--- src/rtl/inst_mem_loader_pkg.sv ---
// -----------------------------------------------------------------------------
// inst_mem_loader_pkg
// Shared definitions for the instruction-memory loader: the loader FSM state
// encoding, the width of the little-endian word-count field that prefixes
// every program image, and a helper that decides whether a count is loadable.
// -----------------------------------------------------------------------------
package inst_mem_loader_pkg;

   // Width of the word-count field sent ahead of the program bytes.
   localparam int LEN_W = 16;

   typedef enum logic [2:0] {
      S_IDLE   = 3'd0,
      S_LEN_LO = 3'd1,
      S_LEN_HI = 3'd2,
      S_DATA   = 3'd3,
      S_WRITE  = 3'd4,
      S_DONE   = 3'd5,
      S_ERROR  = 3'd6
   } state_t;

   // A load is accepted only for 1..max_words words. The extra MSB on
   // max_words lets the limit be compared without truncation.
   function automatic logic len_ok(input logic [LEN_W-1:0] len,
                                   input logic [LEN_W:0]   max_words);
      return (len != '0) && ({1'b0, len} <= max_words);
   endfunction

endpackage

--- src/rtl/byte_packer.sv ---
// -----------------------------------------------------------------------------
// byte_packer
// Collects program bytes little-endian into a 32-bit instruction word.
//
// Ports
//   clock      in   rising-edge clock
//   reset      in   asynchronous active-low reset
//   clear      in   restart packing at byte 0 (start of a new load)
//   byte_vld   in   byte_in is accepted this cycle
//   byte_in    in   program byte
//   word       out  partial word with the current byte already merged in;
//                   complete when word_done is high
//   word_done  out  the byte accepted this cycle is the 4th of the word
// -----------------------------------------------------------------------------
module byte_packer (
   input  logic        clock,
   input  logic        reset,
   input  logic        clear,
   input  logic        byte_vld,
   input  logic [7:0]  byte_in,
   output logic [31:0] word,
   output logic        word_done
);

   logic [1:0]  idx_q, idx_d;
   logic [31:0] word_q, word_d;

   always_comb begin
      // Merge the incoming byte combinationally so the owner can capture the
      // finished word on the same edge the 4th byte is accepted.
      word = word_q;
      word[{idx_q, 3'b000} +: 8] = byte_in;

      word_done = byte_vld && !clear && (idx_q == 2'd3);

      idx_d  = idx_q;
      word_d = word_q;
      if (clear) begin
         idx_d  = 2'd0;
         word_d = '0;
      end else if (byte_vld) begin
         // idx wraps 3 -> 0, ready for the next word.
         idx_d  = idx_q + 2'd1;
         word_d = word;
      end
   end

   always_ff @(posedge clock or negedge reset) begin
      if (!reset) begin
         idx_q  <= 2'd0;
         word_q <= '0;
      end else begin
         idx_q  <= idx_d;
         word_q <= word_d;
      end
   end

endmodule

--- src/rtl/inst_mem_loader.sv ---
// -----------------------------------------------------------------------------
// inst_mem_loader
// Loads a program image from a byte stream into instruction memory while the
// core is held in reset. Stream format: 16-bit word count (low byte first),
// then count x 4 bytes, each word little-endian. Word i is written to
// address i, matching the core's PC increment of 1 per instruction.
//
// Ports
//   clock           in   rising-edge clock
//   reset           in   asynchronous active-low reset
//   start           in   one-cycle load request (ignored while busy)
//   rx_valid        in   byte available on rx_data
//   rx_data[7:0]    in   program byte
//   rx_ready        out  byte accepted when rx_valid && rx_ready
//   wr_en           out  one-cycle write strobe per word
//   wr_addr[63:0]   out  word index of the write
//   wr_data[31:0]   out  instruction word
//   core_reset      out  high holds the core in reset; low only after a
//                        successful load
//   busy            out  load in progress
//   done            out  last load completed
//   error           out  last load rejected (bad word count)
//   core_imem_rd    in   core instruction fetch strobe
//   core_imem_addr  in   core instruction fetch address
//   imem_we         out  instruction-memory write enable (loader side only)
//   imem_rd         out  instruction-memory read strobe (core side only)
//   imem_addr       out  instruction-memory address
//   imem_wdata      out  instruction-memory write data
// -----------------------------------------------------------------------------
module inst_mem_loader
   import inst_mem_loader_pkg::*;
#(
   parameter int MAX_WORDS = 1024
) (
   input  logic        clock,
   input  logic        reset,
   input  logic        start,
   input  logic        rx_valid,
   input  logic [7:0]  rx_data,
   output logic        rx_ready,
   output logic        wr_en,
   output logic [63:0] wr_addr,
   output logic [31:0] wr_data,
   output logic        core_reset,
   output logic        busy,
   output logic        done,
   output logic        error,
   input  logic        core_imem_rd,
   input  logic [63:0] core_imem_addr,
   output logic        imem_we,
   output logic        imem_rd,
   output logic [63:0] imem_addr,
   output logic [31:0] imem_wdata
);

   localparam logic [LEN_W:0] MAX_LEN = (LEN_W+1)'(MAX_WORDS);

   state_t             state_q, state_d;
   logic [LEN_W-1:0]   count_q, count_d;
   logic [LEN_W-1:0]   word_idx_q, word_idx_d;
   logic [63:0]        wr_addr_q, wr_addr_d;
   logic [31:0]        wr_data_q, wr_data_d;
   logic [LEN_W:0]     idx_next;

   logic               pk_clear;
   logic               pk_vld;
   logic [31:0]        pk_word;
   logic               pk_done;

   byte_packer u_byte_packer (
      .clock     (clock),
      .reset     (reset),
      .clear     (pk_clear),
      .byte_vld  (pk_vld),
      .byte_in   (rx_data),
      .word      (pk_word),
      .word_done (pk_done)
   );

   // One bit wider than the index so the last-word test cannot alias.
   assign idx_next = {1'b0, word_idx_q} + {{LEN_W{1'b0}}, 1'b1};

   always_comb begin
      state_d    = state_q;
      count_d    = count_q;
      word_idx_d = word_idx_q;
      wr_addr_d  = wr_addr_q;
      wr_data_d  = wr_data_q;
      pk_clear   = 1'b0;
      pk_vld     = 1'b0;

      case (state_q)
         S_IDLE, S_DONE, S_ERROR: begin
            if (start) begin
               state_d    = S_LEN_LO;
               count_d    = '0;
               word_idx_d = '0;
               pk_clear   = 1'b1;
            end
         end
         S_LEN_LO: begin
            if (rx_valid) begin
               count_d = {count_q[LEN_W-1:8], rx_data};
               state_d = S_LEN_HI;
            end
         end
         S_LEN_HI: begin
            if (rx_valid) begin
               count_d = {rx_data, count_q[7:0]};
               state_d = len_ok({rx_data, count_q[7:0]}, MAX_LEN) ? S_DATA : S_ERROR;
            end
         end
         S_DATA: begin
            pk_vld = rx_valid;
            // Capture address and word here so both are stable for the
            // whole WRITE cycle and hold afterwards.
            if (pk_done) begin
               wr_addr_d = {{(64-LEN_W){1'b0}}, word_idx_q};
               wr_data_d = pk_word;
               state_d   = S_WRITE;
            end
         end
         S_WRITE: begin
            if (idx_next == {1'b0, count_q}) begin
               state_d = S_DONE;
            end else begin
               word_idx_d = idx_next[LEN_W-1:0];
               state_d    = S_DATA;
            end
         end
         default: state_d = S_IDLE;
      endcase
   end

   always_ff @(posedge clock or negedge reset) begin
      if (!reset) begin
         state_q    <= S_IDLE;
         count_q    <= '0;
         word_idx_q <= '0;
         wr_addr_q  <= '0;
         wr_data_q  <= '0;
      end else begin
         state_q    <= state_d;
         count_q    <= count_d;
         word_idx_q <= word_idx_d;
         wr_addr_q  <= wr_addr_d;
         wr_data_q  <= wr_data_d;
      end
   end

   assign rx_ready   = (state_q == S_LEN_LO) || (state_q == S_LEN_HI) || (state_q == S_DATA);
   assign busy       = rx_ready || (state_q == S_WRITE);
   assign wr_en      = (state_q == S_WRITE);
   assign wr_addr    = wr_addr_q;
   assign wr_data    = wr_data_q;
   assign done       = (state_q == S_DONE);
   assign error      = (state_q == S_ERROR);
   assign core_reset = (state_q != S_DONE);

   // The loader owns the memory port whenever the core is held in reset;
   // the core can only fetch once it is released.
   assign imem_we    = core_reset ? wr_en     : 1'b0;
   assign imem_rd    = core_reset ? 1'b0      : core_imem_rd;
   assign imem_addr  = core_reset ? wr_addr   : core_imem_addr;
   assign imem_wdata = core_reset ? wr_data   : 32'h0;

endmodule

--- config.mk ---
export PLATFORM = sky130hd
export DESIGN_NAME = inst_mem_loader
export DESIGN_NICKNAME = d
export VERILOG_FILES = /design/src/rtl/inst_mem_loader_pkg.sv /design/src/rtl/byte_packer.sv /design/src/rtl/inst_mem_loader.sv
export SDC_FILE = /design/constraint.sdc
export NUM_CORES = 1
export LEC_CHECK = 0
export ABC_AREA = 1
export ABC_CLOCK_PERIOD_IN_PS = 5100
export CORE_UTILIZATION = 25
export CTS_BUF_LIST = sky130_fd_sc_hd__clkbuf_2 sky130_fd_sc_hd__clkbuf_4 sky130_fd_sc_hd__clkbuf_8
export CTS_CLUSTER_SIZE = 16
export DETAILED_ROUTE_END_ITERATION = 10
export PLACE_DENSITY = 0.61
export SYNTH_ARGS = -nofsm -noshare
export SYNTH_HDL_FRONTEND = slang
export SYNTH_SLANG_ARGS = --single-unit
--- constraint.sdc ---
create_clock -name clock -period 5.1 [get_ports clock]
set_clock_uncertainty 0.05 [all_clocks]
set_input_delay 0.765 -clock clock [delete_from_list [all_inputs] [get_ports clock]]
set_output_delay 0.765 -clock clock [all_outputs]
set_load 0.005 [all_outputs]
==> results.sh, run 1 <==
export IMPL_routed_wl_um=21800
export IMPL_slew_headroom_pct=34.6
export IMPL_antenna_found_initial=0
export IMPL_async_flop_share_pct=100
export IMPL_synth_area_um2=6910
export IMPL_fp_dieArea_um2=28300
export IMPL_layout_cells_non_filler=1560
export IMPL_seq_area_frac_synth_pct=40.2
export IMPL_synth_cell_types=36
export IMPL_track_usage_pct=15.3
export IMPL_io_pins=277
export IMPL_drt_iter0_drc=403
export IMPL_first_pass_iters=5
export IMPL_final_common_cell="nand2_1"
export IMPL_synth_seq_cells=111
export IMPL_crit_buf_inv=2
export IMPL_setup_worst_path_start_class="register"
export IMPL_ys_warnings_count=0
export IMPL_r2r_slack_ns=2.24
export IMPL_cts_resized=0
export IMPL_clkLatencyLatePin_ns=0.40
export IMPL_cts_sinks=111
export IMPL_crit_path_end_kind="primary output"
export IMPL_synthAdderAreaFrac_pct=1.09
export IMPL_io_buffer_count=228
export IMPL_root_buffer="clkbuf_8"
export IMPL_seq_area_um2=2780
export IMPL_avgViaCountPerCell=4.39
export IMPL_yosys_area_share_simple_pct=29.9
export IMPL_dominantRegCellSynth="dfrtp_1"
export IMPL_crit_chain="nand2_1 -> clkinv_1 -> clkdlybuf4s50_1"
export IMPL_max_freq_mhz=289
export IMPL_crit_type="reg2out"
export IMPL_setup_viol=0
export IMPL_period_share_pct=67.9
export IMPL_r2r_end="count_q[6]"
export IMPL_hold_class="in2async"
export IMPL_crit_family="buffers and inverters"
export IMPL_clockBufferDepth=2
export IMPL_num_vias=6846
export IMPL_r2r_cells=8
export IMPL_grt_overflow=0
export IMPL_finalHoldViolCount=0
export IMPL_powerDensity_nw_per_um2=366
export IMPL_dp_cells=1544
export IMPL_dp_hpwl_um=16700
export IMPL_die_h_um=168
export IMPL_final_cell_mix="243 x nand2_1, 227 x clkdlybuf4s50_1, 184 x inv_1"
export IMPL_design_core_area_um2=27000
export IMPL_synthMuxAreaShare_pct=0
export IMPL_place_congestion=0.871
export IMPL_synth_compound_area_share_pct=10.5
export IMPL_synth_top_family_by_area="simple AND/OR/NAND/NOR gates"
export IMPL_worstPathArrival_ns=2.65
export IMPL_antenna_cells=0
export IMPL_grt_first_pass_wirelength_um=34300
export IMPL_leakage_nw=4.47
export IMPL_drc=0
export IMPL_fillCellCount=2857
export IMPL_post_cts_buffers=0
export IMPL_cap_violations=0
export IMPL_synth_edf_count=0
export IMPL_grt_start_max_net_pins=70
export IMPL_multi_input_area_um2=3080
export IMPL_clk_pin_slew_worst_paths_ns=0.12
export IMPL_wire_per_inst_um=14.0
export IMPL_area_delta_synth_final_pct=38.1
export IMPL_setup_tns_ns=0
export IMPL_grt_pass1_vias=6354
export IMPL_finalNetCount=1297
export IMPL_vdd_drop_max_v=0.000278
export IMPL_p_total_mw=3.50
export IMPL_required_ns=4.28
export IMPL_ctsHoldBuffers=0
export IMPL_maxSlewViolCount=0
export IMPL_critPathMaxFanout=15
export IMPL_worst_slew_pin_slew_ns=0.982
export IMPL_cp_slowest_cell="clkdlybuf4s50_1"
export IMPL_post_route_min_period_ns=3.46
export IMPL_synth_xor_area_share_pct=0.253
export IMPL_cts_tree="yes"
export IMPL_placementRows=60
export IMPL_htree_levels=3
export IMPL_r2r_start="state_q[2]"
export IMPL_die_x_um=168
export IMPL_antenna_left=0
export IMPL_status="completed"
export IMPL_syn_inst=1011
export IMPL_critPathMaxStageDelay_ns=0.60
export IMPL_drive_gt1_share_pct=4.10
export IMPL_initial_core_util_pct=25.6
export IMPL_cts_buffers=9
export IMPL_rsz0062_at_grt="false"
export IMPL_synth_area_per_cell_um2=6.84
## cells by family (layout without fill, tap and decap cells)
logic type | after synthesis | in the layout
adders and majority gates | 6 | 6
DFF | 111 | 111
xor gates and xnor gates | 2 | 2
AOI/OAI and AO/OA | 130 | 130
other | 1 | 48
and+or+nand+nor | 481 | 481
buffers and inverters | 280 | 441
## registers in the layout, indices dropped and copies added, names as in the netlist
register	cells
wr_data	32
u_byte_packer.idx_q	2
word_idx_q	16
count_q	16
u_byte_packer.word_q	26
wr_addr	16
state_q	3
## cells in the mapped netlist (5+ instances only)
cell type | count | area share, %
a21oi_1 | 7 | 0.51
buf_4 | 48 | 5.2
clkbuf_1 | 30 | 1.6
dfrtp_1 | 111 | 40
ha_1 | 6 | 1.1
inv_1 | 185 | 10
inv_2 | 5 | 0.27
nand2_1 | 244 | 13
nand2_2 | 6 | 0.54
nand3_1 | 68 | 4.9
nand4_1 | 21 | 1.9
nor2_1 | 122 | 6.6
o21ai_0 | 78 | 5.6
o22ai_1 | 35 | 3.2
o32ai_1 | 6 | 0.76
## routing by layer
metal / up-vias / share of wire, % / track usage (%) / wire, um
met5: - / 0 / 0 / 0
met4: 0 / 0.90 / 3.87 / 196
met2: 237 / 47 / 26.1 / 10300
met3: 13 / 6.8 / 2.54 / 1480
li1: 3456 / - / - / -
met1: 3140 / 45 / 20.0 / 9850
## where the power goes
part	leakage, nW	switching, mW	internal (mW)	total [mW]
logic	2.88	0.984	0.745	1.73
registers	1.47	0.117	1.05	1.17
clock network	0.115	0.353	0.247	0.600
total	4.47	1.45	2.04	3.50
## worst max path at each step
stage	endpoint	slack (ns)	from	cells past startpoint
detailed placement	u_byte_packer.word_q[11]	1.75	rx_valid	7
CTS	wr_en	1.61	state_q[2]	3
floorplan	wr_data[27]	2.82	u_byte_packer.idx_q[0]	8
global route	wr_en	1.46	state_q[2]	3
finish	wr_en	1.64	state_q[2]	3
global placement	u_byte_packer.word_q[11]	1.78	rx_valid	7
## per-stage QoR
step / utilization, % / hold WS, ns / worst slack (ns) / area, um^2
2_1_floorplan: - / 0.413 / 2.82 / 7090
3_3_place_gp: 34.5 / 0.431 / 1.78 / 9310
3_5_place_dp: 34.5 / 0.433 / 1.75 / 9310
4_1_cts: 35.3 / 0.449 / 1.61 / 9550
5_1_grt: 35.3 / 0.476 / 1.46 / 9550
6_report: 35.3 / 0.401 / 1.64 / 9550
## final cells by class
type | instances | area share (%)
Sequential cell | 111 | 29.1
Timing Repair Buffer | 232 | 24.2
Clock inverter | 7 | 1.13
Inverter | 193 | 7.59
Clock buffer | 9 | 1.30
Tap cell | 341 | 4.47
Multi-Input combinational cell | 667 | 32.2
Note: power is estimated with default switching activity, not from simulation.
==> run 2, diff against run 1 <==
ABC_CLOCK_PERIOD_IN_PS = 2800   (was 5100)
PLACE_DENSITY = 0.63   (was 0.61)
clock period = 2.8 ns   (was 5.1 ns; I/O delays follow)
==> run 2 against run 1 <==
Compared with the run above:
- wire length rose by 2.6%
- sequential cell count unchanged
- cell area is 1.5% higher
- clock-buffer cell count unchanged
- register-to-register slack got worse by 1.9 ns
- critical path depth up 4
- first-iteration DRC count up 27%
- global-route usage grew 0.33 points
- clock power increased by 73%
- final cell count increased by 0.90%
- critical path type unchanged
- critical endpoint is now imem_addr[0]
==> results.sh, run 2 (synthesized netlist as in run 1, its figures left out) <==
export IMPL_status="completed"
export IMPL_grt_first_pass_wirelength_um=35100
export IMPL_drive_gt1_share_pct=5.19
export IMPL_crit_path_end_kind="primary output"
export IMPL_leakage_nw=4.54
export IMPL_worstPathArrival_ns=2.14
export IMPL_placementRows=60
export IMPL_powerDensity_nw_per_um2=668
export IMPL_crit_type="reg2out"
export IMPL_antenna_found_initial=0
export IMPL_cts_tree="yes"
export IMPL_grt_overflow=0
export IMPL_clkLatencyLatePin_ns=0.38
export IMPL_grtUsageMet3_pct=2.94
export IMPL_first_pass_iters=5
export IMPL_io_pins=277
export IMPL_fp_dieArea_um2=28300
export IMPL_period_share_pct=93.1
export IMPL_die_h_um=168
export IMPL_die_x_um=168
export IMPL_grt_util_met1_pct=20.2
export IMPL_hold_class="reg2reg"
export IMPL_largest_register_ffs=32
export IMPL_num_vias=6968
export IMPL_setup_viol=0
export IMPL_fin_area_um2=9690
export IMPL_routed_wl_um=22400
export IMPL_avgViaCountPerCell=4.43
export IMPL_final_common_cell="nand2_1"
export IMPL_r2r_start="word_idx_q[0]"
export IMPL_vdd_drop_max_v=0.000362
export IMPL_max_freq_mhz=384
export IMPL_io_buffer_count=228
export IMPL_critPathMaxFanout=35
export IMPL_drt_iter0_drc=513
export IMPL_holdCritStartpoint="word_idx_q[14]"
export IMPL_post_cts_buffers=0
export IMPL_slew_headroom_pct=60.0
export IMPL_place_congestion=0.891
export IMPL_maxSlewViolCount=0
export IMPL_drc=0
export IMPL_grt_start_max_net_pins=70
export IMPL_setup_worst_path_start_class="register"
export IMPL_cts_buffers=9
export IMPL_worst_slew_pin_slew_ns=0.599
export IMPL_antenna_left=0
export IMPL_grt_pass1_vias=6520
export IMPL_setup_tns_ns=0
export IMPL_cap_violations=0
export IMPL_initial_core_util_pct=25.6
export IMPL_grt_util_met2_pct=26.4
export IMPL_htree_levels=3
export IMPL_design_core_area_um2=27000
export IMPL_p_total_mw=6.47
export IMPL_area_delta_synth_final_pct=40.1
export IMPL_final_cell_mix="243 x nand2_1, 227 x clkdlybuf4s50_1, 184 x inv_1"
export IMPL_track_usage_pct=15.6
export IMPL_finalHoldViolCount=0
export IMPL_wire_per_inst_um=14.2
export IMPL_clk_pin_slew_worst_paths_ns=0.11
export IMPL_post_route_min_period_ns=2.61
export IMPL_required_ns=2.33
export IMPL_clockBufferDepth=2
export IMPL_rsz0062_at_grt="false"
export IMPL_dpl_cell_area_um2=9440
export IMPL_finalNetCount=1311
export IMPL_cts_sinks=111
export IMPL_antenna_cells=0
export IMPL_dp_hpwl_um=17100
export IMPL_critPathLaunch="state_q[1]"
export IMPL_grt_busiest_layer="met2"
export IMPL_root_buffer="clkbuf_8"
==> run 2: final cells by class <==
class	instances	area, um^2
clock buffer	9	124
clock inverter	7	90.1
fill	2843	17300
inverter	193	729
multi-input combinational	667	3080
sequential	111	2780
tap	341	427
timing repair buffer	246	2450
==> run 2: layer usage <==
layer | routed length [um] | part of all wire [%]
met1 | 9970 | 44
met2 | 10300 | 46
met3 | 1760 | 7.9
met4 | 377 | 1.7
met5 | 0 | 0
==> run 2: final timing paths <==
path	end	slack, ns	depth (start not counted)
worst max-delay path	imem_addr[0]	0.19	7
worst min-delay path	word_idx_q[14]	0.47	2
worst max register to register	word_idx_q[15]	0.32	13
worst min register to register	word_idx_q[14]	0.47	2
max in group asynchronous	u_byte_packer.idx_q[1]	1.42	3
min in group asynchronous	wr_addr[13]	0.50	2
==> run 2: where the power goes <==
group	internal (mW)	switching (mW)	total, mW
Clock	0.434	0.606	1.04
Sequential	1.91	0.234	2.15
Combinational	1.46	1.83	3.29
==> run 2: worst max-delay path, stage by stage (launching register included) <==
cell and delay [ns]:
dfrtp_1 0.43, inv_1 0.16, nand3_4 0.14, clkinv_4 0.16, buf_16 0.22, nand2_1 0.07, nand2_1 0.06, clkdlybuf4s50_1 0.50
==> run 2: per-stage QoR <==
stage / worst slack [ns] / utilization, % / instances / hold WS, ns
after floorplan: 0.521 / - / 1058 / 0.0744
after global placement: 0.452 / 34.9 / 1557 / 0.386
after detailed placement: 0.375 / 34.9 / 1557 / 0.389
after CTS: 0.00327 / 35.7 / 1574 / 0.468
after global routing: 0.0359 / 35.8 / 1574 / 0.497
final: 0.194 / 35.8 / 1574 / 0.468
==> run 2: repair_timing <==
item / CTS / global route
endpoints found under the setup margin: 0 / 10
hold endpoints to repair: 38 / 0
hold buffers: 1 / 0
gates resized for setup: 0 / 8
